===== config.mk =====
export PLATFORM = sky130hd
export DESIGN_NAME = tx_word_unfold_ctrl_flat
export DESIGN_NICKNAME = d
export VERILOG_FILES = /design/src/rtl/tx_word_unfold_ctrl_if.sv /design/src/rtl/tx_word_unfold_ctrl.sv /design/src/flat_wrapper.sv
export SDC_FILE = /design/constraint.sdc
export NUM_CORES = 1
export LEC_CHECK = 0
export CORE_ASPECT_RATIO = 1.4
export CORE_MARGIN = 1
export CORE_UTILIZATION = 41
export CTS_CLUSTER_SIZE = 24
export DETAILED_ROUTE_END_ITERATION = 7
export PLACE_DENSITY = 0.79
export RECOVER_POWER = 100
export SYNTH_ARGS = -nofsm -noshare
export SYNTH_HDL_FRONTEND = slang
export SYNTH_SLANG_ARGS = --single-unit

===== constraint.sdc =====
create_clock -name clk -period 2.26 [get_ports clk]
set_input_delay 0.226 -clock clk [delete_from_list [all_inputs] [get_ports clk]]
set_output_delay 0.226 -clock clk [all_outputs]
set_load 0.005 [all_outputs]

===== src/rtl/tx_word_unfold_ctrl_if.sv =====
// AXI-Stream word port feeding the bit-unfold controller.
// The master drives data/valid/last; the slave returns ready.
interface tx_word_unfold_ctrl_if #(
   parameter int DATA_W = 32
);
   logic [DATA_W-1:0] tdata;
   logic              tvalid;
   logic              tlast;
   logic              tready;

   modport master (
      output tdata,
      output tvalid,
      output tlast,
      input  tready
   );

   modport slave (
      input  tdata,
      input  tvalid,
      input  tlast,
      output tready
   );
endinterface


===== src/rtl/tx_word_unfold_ctrl.sv =====
// Control stage ahead of the 32-entry bit-unfold RAM: latches a word, sweeps the RAM address MSB
// first with each bit held SPS clocks, and flags valid samples. Optional macro: TX_UNFOLD_TLAST_EN.
module tx_word_unfold_ctrl #(
   parameter int SPS    = 4,
   parameter int DATA_W = 32,
   parameter int ADDR_W = 5
) (
   input  logic               clk,
   input  logic               reset_n,
   input  logic               enable,
   tx_word_unfold_ctrl_if.slave s_axis,
   output logic [DATA_W-1:0]  ram_data,
   output logic               ram_ena,
   output logic [ADDR_W-1:0]  ram_addr,
   output logic               bit_valid,
   output logic               frame_start,
   output logic               frame_end,
   output logic               busy
);

   typedef enum logic [1:0] {
      S_IDLE  = 2'd0,
      S_LOAD  = 2'd1,
      S_SHIFT = 2'd2
   } state_t;

   localparam logic [7:0]        SPS_LAST  = 8'(SPS - 1);
   localparam logic [ADDR_W-1:0] ADDR_LAST = '1;

   state_t            state_q, state_d;
   logic [DATA_W-1:0] ram_data_q, ram_data_d;
   logic [ADDR_W-1:0] ram_addr_q, ram_addr_d;
   logic [7:0]        sps_cnt_q, sps_cnt_d;
   logic              ram_ena_q, ram_ena_d;
   logic              ready_slot_q, ready_slot_d;
   logic              bit_valid_q, bit_valid_d;
   logic              frame_start_q, frame_start_d;
   logic              frame_end_q, frame_end_d;
   logic              busy_q, busy_d;

   logic accept;
   logic in_shift;
   logic terminal;
   logic word_first;
   logic word_last;

   // ready_slot_q marks the cycles that may take a word (IDLE or the SHIFT terminal cycle);
   // enable gates it combinationally so dropping enable blocks the lookahead in the same cycle.
   assign s_axis.tready = ready_slot_q & enable;
   assign accept        = s_axis.tvalid & s_axis.tready;
   assign in_shift      = (state_q == S_SHIFT);
   assign terminal      = in_shift && (ram_addr_q == ADDR_LAST) && (sps_cnt_q == SPS_LAST);

`ifdef TX_UNFOLD_TLAST_EN
   logic word_first_q, word_first_d;
   logic word_last_q, word_last_d;
   logic frame_open_q, frame_open_d;

   always_comb begin
      word_first_d = word_first_q;
      word_last_d  = word_last_q;
      frame_open_d = frame_open_q;
      if (accept) begin
         word_first_d = ~frame_open_q;
         word_last_d  = s_axis.tlast;
         frame_open_d = ~s_axis.tlast;
      end
   end

   always_ff @(posedge clk or negedge reset_n) begin
      if (!reset_n) begin
         word_first_q <= 1'b0;
         word_last_q  <= 1'b0;
         frame_open_q <= 1'b0;
      end else begin
         word_first_q <= word_first_d;
         word_last_q  <= word_last_d;
         frame_open_q <= frame_open_d;
      end
   end

   assign word_first = word_first_q;
   assign word_last  = word_last_q;
`else
   logic unused_tlast;

   assign unused_tlast = s_axis.tlast;
   assign word_first   = 1'b1;
   assign word_last    = 1'b1;
`endif

   always_comb begin
      state_d    = state_q;
      ram_data_d = ram_data_q;
      ram_addr_d = ram_addr_q;
      sps_cnt_d  = sps_cnt_q;
      case (state_q)
         S_IDLE: begin
            if (accept) begin
               ram_data_d = s_axis.tdata;
               ram_addr_d = '0;
               sps_cnt_d  = '0;
               state_d    = S_LOAD;
            end
         end
         S_LOAD: begin
            ram_addr_d = '0;
            sps_cnt_d  = '0;
            state_d    = S_SHIFT;
         end
         S_SHIFT: begin
            if (sps_cnt_q == SPS_LAST) begin
               sps_cnt_d  = '0;
               ram_addr_d = ram_addr_q + ADDR_W'(1);
            end else begin
               sps_cnt_d  = sps_cnt_q + 8'd1;
            end
            if (terminal) begin
               ram_addr_d = '0;
               if (accept) begin
                  ram_data_d = s_axis.tdata;
                  state_d    = S_LOAD;
               end else begin
                  state_d    = S_IDLE;
               end
            end
         end
         default: begin
            state_d = S_IDLE;
         end
      endcase

      ram_ena_d     = (state_d != S_IDLE);
      ready_slot_d  = (state_d == S_IDLE) ||
                      ((state_d == S_SHIFT) && (ram_addr_d == ADDR_LAST) && (sps_cnt_d == SPS_LAST));
      // Marker/valid flops sit one cycle behind SHIFT, matching the RAM's registered read.
      bit_valid_d   = in_shift;
      frame_start_d = in_shift && (ram_addr_q == '0) && (sps_cnt_q == '0) && word_first;
      frame_end_d   = terminal && word_last;
      busy_d        = (state_d != S_IDLE) || bit_valid_d;
   end

   always_ff @(posedge clk or negedge reset_n) begin
      if (!reset_n) begin
         state_q       <= S_IDLE;
         ram_data_q    <= '0;
         ram_addr_q    <= '0;
         sps_cnt_q     <= '0;
         ram_ena_q     <= 1'b0;
         ready_slot_q  <= 1'b0;
         bit_valid_q   <= 1'b0;
         frame_start_q <= 1'b0;
         frame_end_q   <= 1'b0;
         busy_q        <= 1'b0;
      end else begin
         state_q       <= state_d;
         ram_data_q    <= ram_data_d;
         ram_addr_q    <= ram_addr_d;
         sps_cnt_q     <= sps_cnt_d;
         ram_ena_q     <= ram_ena_d;
         ready_slot_q  <= ready_slot_d;
         bit_valid_q   <= bit_valid_d;
         frame_start_q <= frame_start_d;
         frame_end_q   <= frame_end_d;
         busy_q        <= busy_d;
      end
   end

   assign ram_data    = ram_data_q;
   assign ram_ena     = ram_ena_q;
   assign ram_addr    = ram_addr_q;
   assign bit_valid   = bit_valid_q;
   assign frame_start = frame_start_q;
   assign frame_end   = frame_end_q;
   assign busy        = busy_q;

endmodule


===== src/flat_wrapper.sv =====
// flat-port wrapper written by rule: the top's interface ports become plain ports
module tx_word_unfold_ctrl_flat 
#(
   parameter int SPS    = 4,
   parameter int DATA_W = 32,
   parameter int ADDR_W = 5
)
  (clk, reset_n, enable, ram_data, ram_ena, ram_addr, bit_valid, frame_start, frame_end, busy, s_axis_tdata, s_axis_tvalid, s_axis_tlast, s_axis_tready);
  tx_word_unfold_ctrl_if #(.DATA_W(DATA_W)) s_axis_i ();
  input  logic clk;
  input  logic reset_n;
  input  logic enable;
  output logic [DATA_W-1:0] ram_data;
  output logic ram_ena;
  output logic [ADDR_W-1:0] ram_addr;
  output logic bit_valid;
  output logic frame_start;
  output logic frame_end;
  output logic busy;
  input wire logic [$bits(s_axis_i.tdata)-1:0] s_axis_tdata;
  input wire logic [$bits(s_axis_i.tvalid)-1:0] s_axis_tvalid;
  input wire logic [$bits(s_axis_i.tlast)-1:0] s_axis_tlast;
  output wire logic [$bits(s_axis_i.tready)-1:0] s_axis_tready;
  assign s_axis_i.tdata = s_axis_tdata;
  assign s_axis_i.tvalid = s_axis_tvalid;
  assign s_axis_i.tlast = s_axis_tlast;
  assign s_axis_tready = s_axis_i.tready;
  tx_word_unfold_ctrl #(.SPS(SPS), .DATA_W(DATA_W), .ADDR_W(ADDR_W)) u_core (.clk(clk), .reset_n(reset_n), .enable(enable), .s_axis(s_axis_i), .ram_data(ram_data), .ram_ena(ram_ena), .ram_addr(ram_addr), .bit_valid(bit_valid), .frame_start(frame_start), .frame_end(frame_end), .busy(busy));
endmodule

==> results.txt <==
----------------------------------------------------
[Floorplanning]
  Boundary Pins ... 80
  Width of the chip ... 66.66 µm
  Die boundary height ... 92.53 µm
  Area of the core region ... 5565 µm²
  Effective utilization at floorplan ... 43.12%
  Std cell rows ... 32
  Total Die Area ... 6168 µm²

[Detailed routing]
  Uppermost layer routed ... met4
  DR DRC count ... 0
  Wirelength, routed ... 5933 µm
  Violation count after the first detailed-routing iteration ... 125
  Vias per cell ... 5.255
  M1 wire length ... 2417 µm
  Met2 Routed Length ... 3266 µm
  Total via count after detailed routing ... 1913
  Met3 layer wire length in the routed design ... 225 µm
  Post-detailed-route count of antenna-violating nets ... 0
  Number of search-and-repair iterations in the first detailed-routing pass ... 4
  Detailed-route wire length per cell ... 16.30 µm

[Global routing]
  Pin count of the biggest net entering global routing ... 34
  Global-route wire length before repair ... 8735 µm
  Number of global-route vias before repair ... 1893
  All-layer global routing usage ... 18.74%
  Global route total overflow ... 0
  Number of antenna violations at the first check in global routing ... 0

[Clock network]
  Clk_lat worst skew ... 0.30 ns
  TritonCTS clock tree ... built
  Worst-case clock buffer depth ... 2
  H-Tree Depth ... 2
  Total clock sinks ... 53
  Root buffer cell ... sky130_fd_sc_hd__clkbuf_8
  Number of buffers created by CTS ... 5
  Clock-pin slew on the worst setup and hold paths ... 0.09 ns

[Setup path]
  Start of the worst register-to-register path ... u_core.ram_addr[1]
  Crit path DAT ... 2.41 ns
  Nature of the critical path startpoint ... register
  Setup slack on the worst flop-to-flop path ... 0.01 ns
  Crit. End Element ... register
  Worst setup path class ... register to register
  CP Data Required Time ... 2.42 ns
  Cell depth of the worst flop-to-flop path ... 9
  Crit-path max FO ... 5
  End of the worst register-to-register path ... u_core.ready_slot_q

[Pwr]
  Leakage power total ... 1.487 nW
  Power density of the placed cells ... 1188 nW/µm²
  Worst voltage drop across the vdd grid ... 606.0 µV

[Synthesis]
  Library cells used by synthesis ... 43
  Mean area per synthesized cell ... 12.24 µm²
  Total nets after synthesis ... 238
  Post-synth design cell area ... 2400 µm²
  Top-area cell type share of the netlist area ... 55.27%
  Dominant synthesized flop cell ... sky130_fd_sc_hd__dfrtp_1
  Warnings, synthesis ... 0
  Share of flip-flops with an asynchronous set or reset after synthesis ... 100.0%
  Post-synthesis sequential area ratio ... 55.27%
  Cells after Synth ... 196
  EDFF count, synth ... 0
  Synth area leader ... sky130_fd_sc_hd__dfrtp_1
  Leading cell types by total area after synthesis ... sky130_fd_sc_hd__dfrtp_1 55%, sky130_fd_sc_hd__mux2_2 12%, sky130_fd_sc_hd__o21ai_0 3.5%
  FF+latch count, synth ... 53

[STA]
  Final worst clock skew ... 0.008369 ns
  Final period utilization ... 99.54%
  Total setup violations reported at the end of the flow ... 0
  Timing-limited maximum frequency ... 0.4445 GHz
  Actual transition at the worst max-transition pin ... 0.5945 ns
  Final hold violations ... 0
  Final number of max-transition violations ... 0
  Worst slew margin ... 60.37%
  Fin crit period ... 2.250 ns
  Post-Route Setup TNS ... 0 ns

[Cells and area]
  Total Nets Final ... 337
  Fill count ... 465
  Highest-count cells in the layout ignoring fill and taps ... 77 x sky130_fd_sc_hd__clkdlybuf4s50_1, 53 x sky130_fd_sc_hd__dfrtp_1, 26 x sky130_fd_sc_hd__mux2_2
  Area growth from synthesis to layout ... 49.17%
  Final cell count without fillers ... 364
  Share of layout cells above drive strength 1 ... 25.68%
  Count of antenna diodes in the layout ... 0
  Final instance area ... 3580 µm²
  Leading cell type in the layout, fill and taps excluded ... sky130_fd_sc_hd__clkdlybuf4s50_1

[Flow run]
  Max-capacitance violation count ... 0

[Place]
  Number of placed instances, taps included ... 349
  Half-perimeter wire length after detailed placement ... 4150 µm
  Gp weighted congestion ... 0.8760
  Instance area at placement ... 3332 µm²
  Input/output buffers ... 78

[Outcome]
  Result of the run ... finished clean

[Worst hold path]
  Path type of the worst min-delay path ... input port to asynchronous set/reset pin

----------------------------------------------------
## stage by stage
stage | hold slack, ns | setup slack (ns) | power, mW | utilization (%)
2_1_floorplan | -0.06959 | 0.03215 | 2.490 | -
3_3_place_gp | 0.1012 | -0.002969 | 3.540 | 59.87
3_5_place_dp | 0.1166 | 0.006677 | 3.610 | 59.87
4_1_cts | 0.3114 | 0.02542 | 4.156 | 61.94
5_1_grt | 0.4607 | -0.03926 | 4.545 | 64.32
6_report | 0.4320 | 0.01044 | 4.251 | 64.32
## layout make-up
type | count | area [µm²] | share of cell area (%)
clock buffer | 6 | 72.57 | 2.027
clock inverter | 2 | 15.01 | 0.4194
inverter | 8 | 30.03 | 0.8389
multi-input combinational | 124 | 1061 | 29.64
sequential | 53 | 1326 | 37.05
tap | 68 | 85.08 | 2.377
timing repair buffer | 103 | 989.7 | 27.65
## what timing repair did
action / in CTS / in global routing
pin swaps: 2 / 8
endpoints found under the hold margin: 9 / 0
cloned: 0 / 1
setup endpoints to repair: 1 / 33
setup buffers: 1 / 4
gates resized for setup: 3 / 17
hold buffers: 1 / 0
## layer usage
metal  up-vias  GRT usage (%)
li1        902              -
met1       947          20.74
met2        62          34.34
met3         2          4.187
met4         0          5.851
met5         -              0
## worst max path at each step
stage	start	to	slack, ns	cells past startpoint
2_1_floorplan	u_core.sps_cnt_q[3]	u_core.ram_data[10]	0.03	9
3_3_place_gp	u_core.ram_addr[0]	u_core.ready_slot_q	-0.003	9
3_5_place_dp	u_core.ram_addr[0]	u_core.ready_slot_q	0.007	9
4_1_cts	u_core.ram_addr[0]	u_core.ready_slot_q	0.03	9
5_1_grt	u_core.ram_addr[1]	u_core.ready_slot_q	-0.04	9
6_report	u_core.ram_addr[1]	u_core.ready_slot_q	0.01	9
## synth_stat cells, drive strengths merged, types with 2 or more instances
library cell and count:
dfrtp 53, mux2 33, o21ai 17, inv 8, nand2 8, nand3 8
nor2 8, clkbuf 6, buf 5, ha 5, nand4 4, o31ai 4
and3 3, nand2b 3, a21oi 2, a31oi 2, mux2i 2, or2 2
or4 2, xor2 2
## worst max-delay path: stages, from the launching register on
cell and delay [ns]:
sky130_fd_sc_hd__dfrtp_1 0.43, sky130_fd_sc_hd__ha_4 0.16, sky130_fd_sc_hd__and3_4 0.19, sky130_fd_sc_hd__ha_4 0.16, sky130_fd_sc_hd__nor2_1 0.05, sky130_fd_sc_hd__or4_1 0.52
sky130_fd_sc_hd__a32o_2 0.27, sky130_fd_sc_hd__nor2b_4 0.12, sky130_fd_sc_hd__nand4_1 0.12, sky130_fd_sc_hd__o31ai_2 0.10
## flip-flops by register name, summed over array words and instances, names as in the netlist
name	flops
u_core.ram_ena	1
u_core.frame_start	1
u_core.ready_slot_q	1
u_core.bit_valid	1
u_core.busy	1
u_core.ram_data	32
u_core.sps_cnt_q	8
u_core.ram_addr	5
u_core.frame_end	1
u_core.state_q	2
## power by group
part	switching, mW	total (mW)	internal (mW)
sequential	0.234	1.58	1.35
combinational	0.880	2.15	1.27
clock	0.301	0.520	0.219
## cells by family after synthesis
kind of cell	share of synthesized area, %
compound gates	9.125
fa+ha+maj	2.607
buf+inv	4.432
mux	16.32
flops	55.27
simple gates	11.16
xor+xnor	1.095
Power figures use the tool's default switching activity.
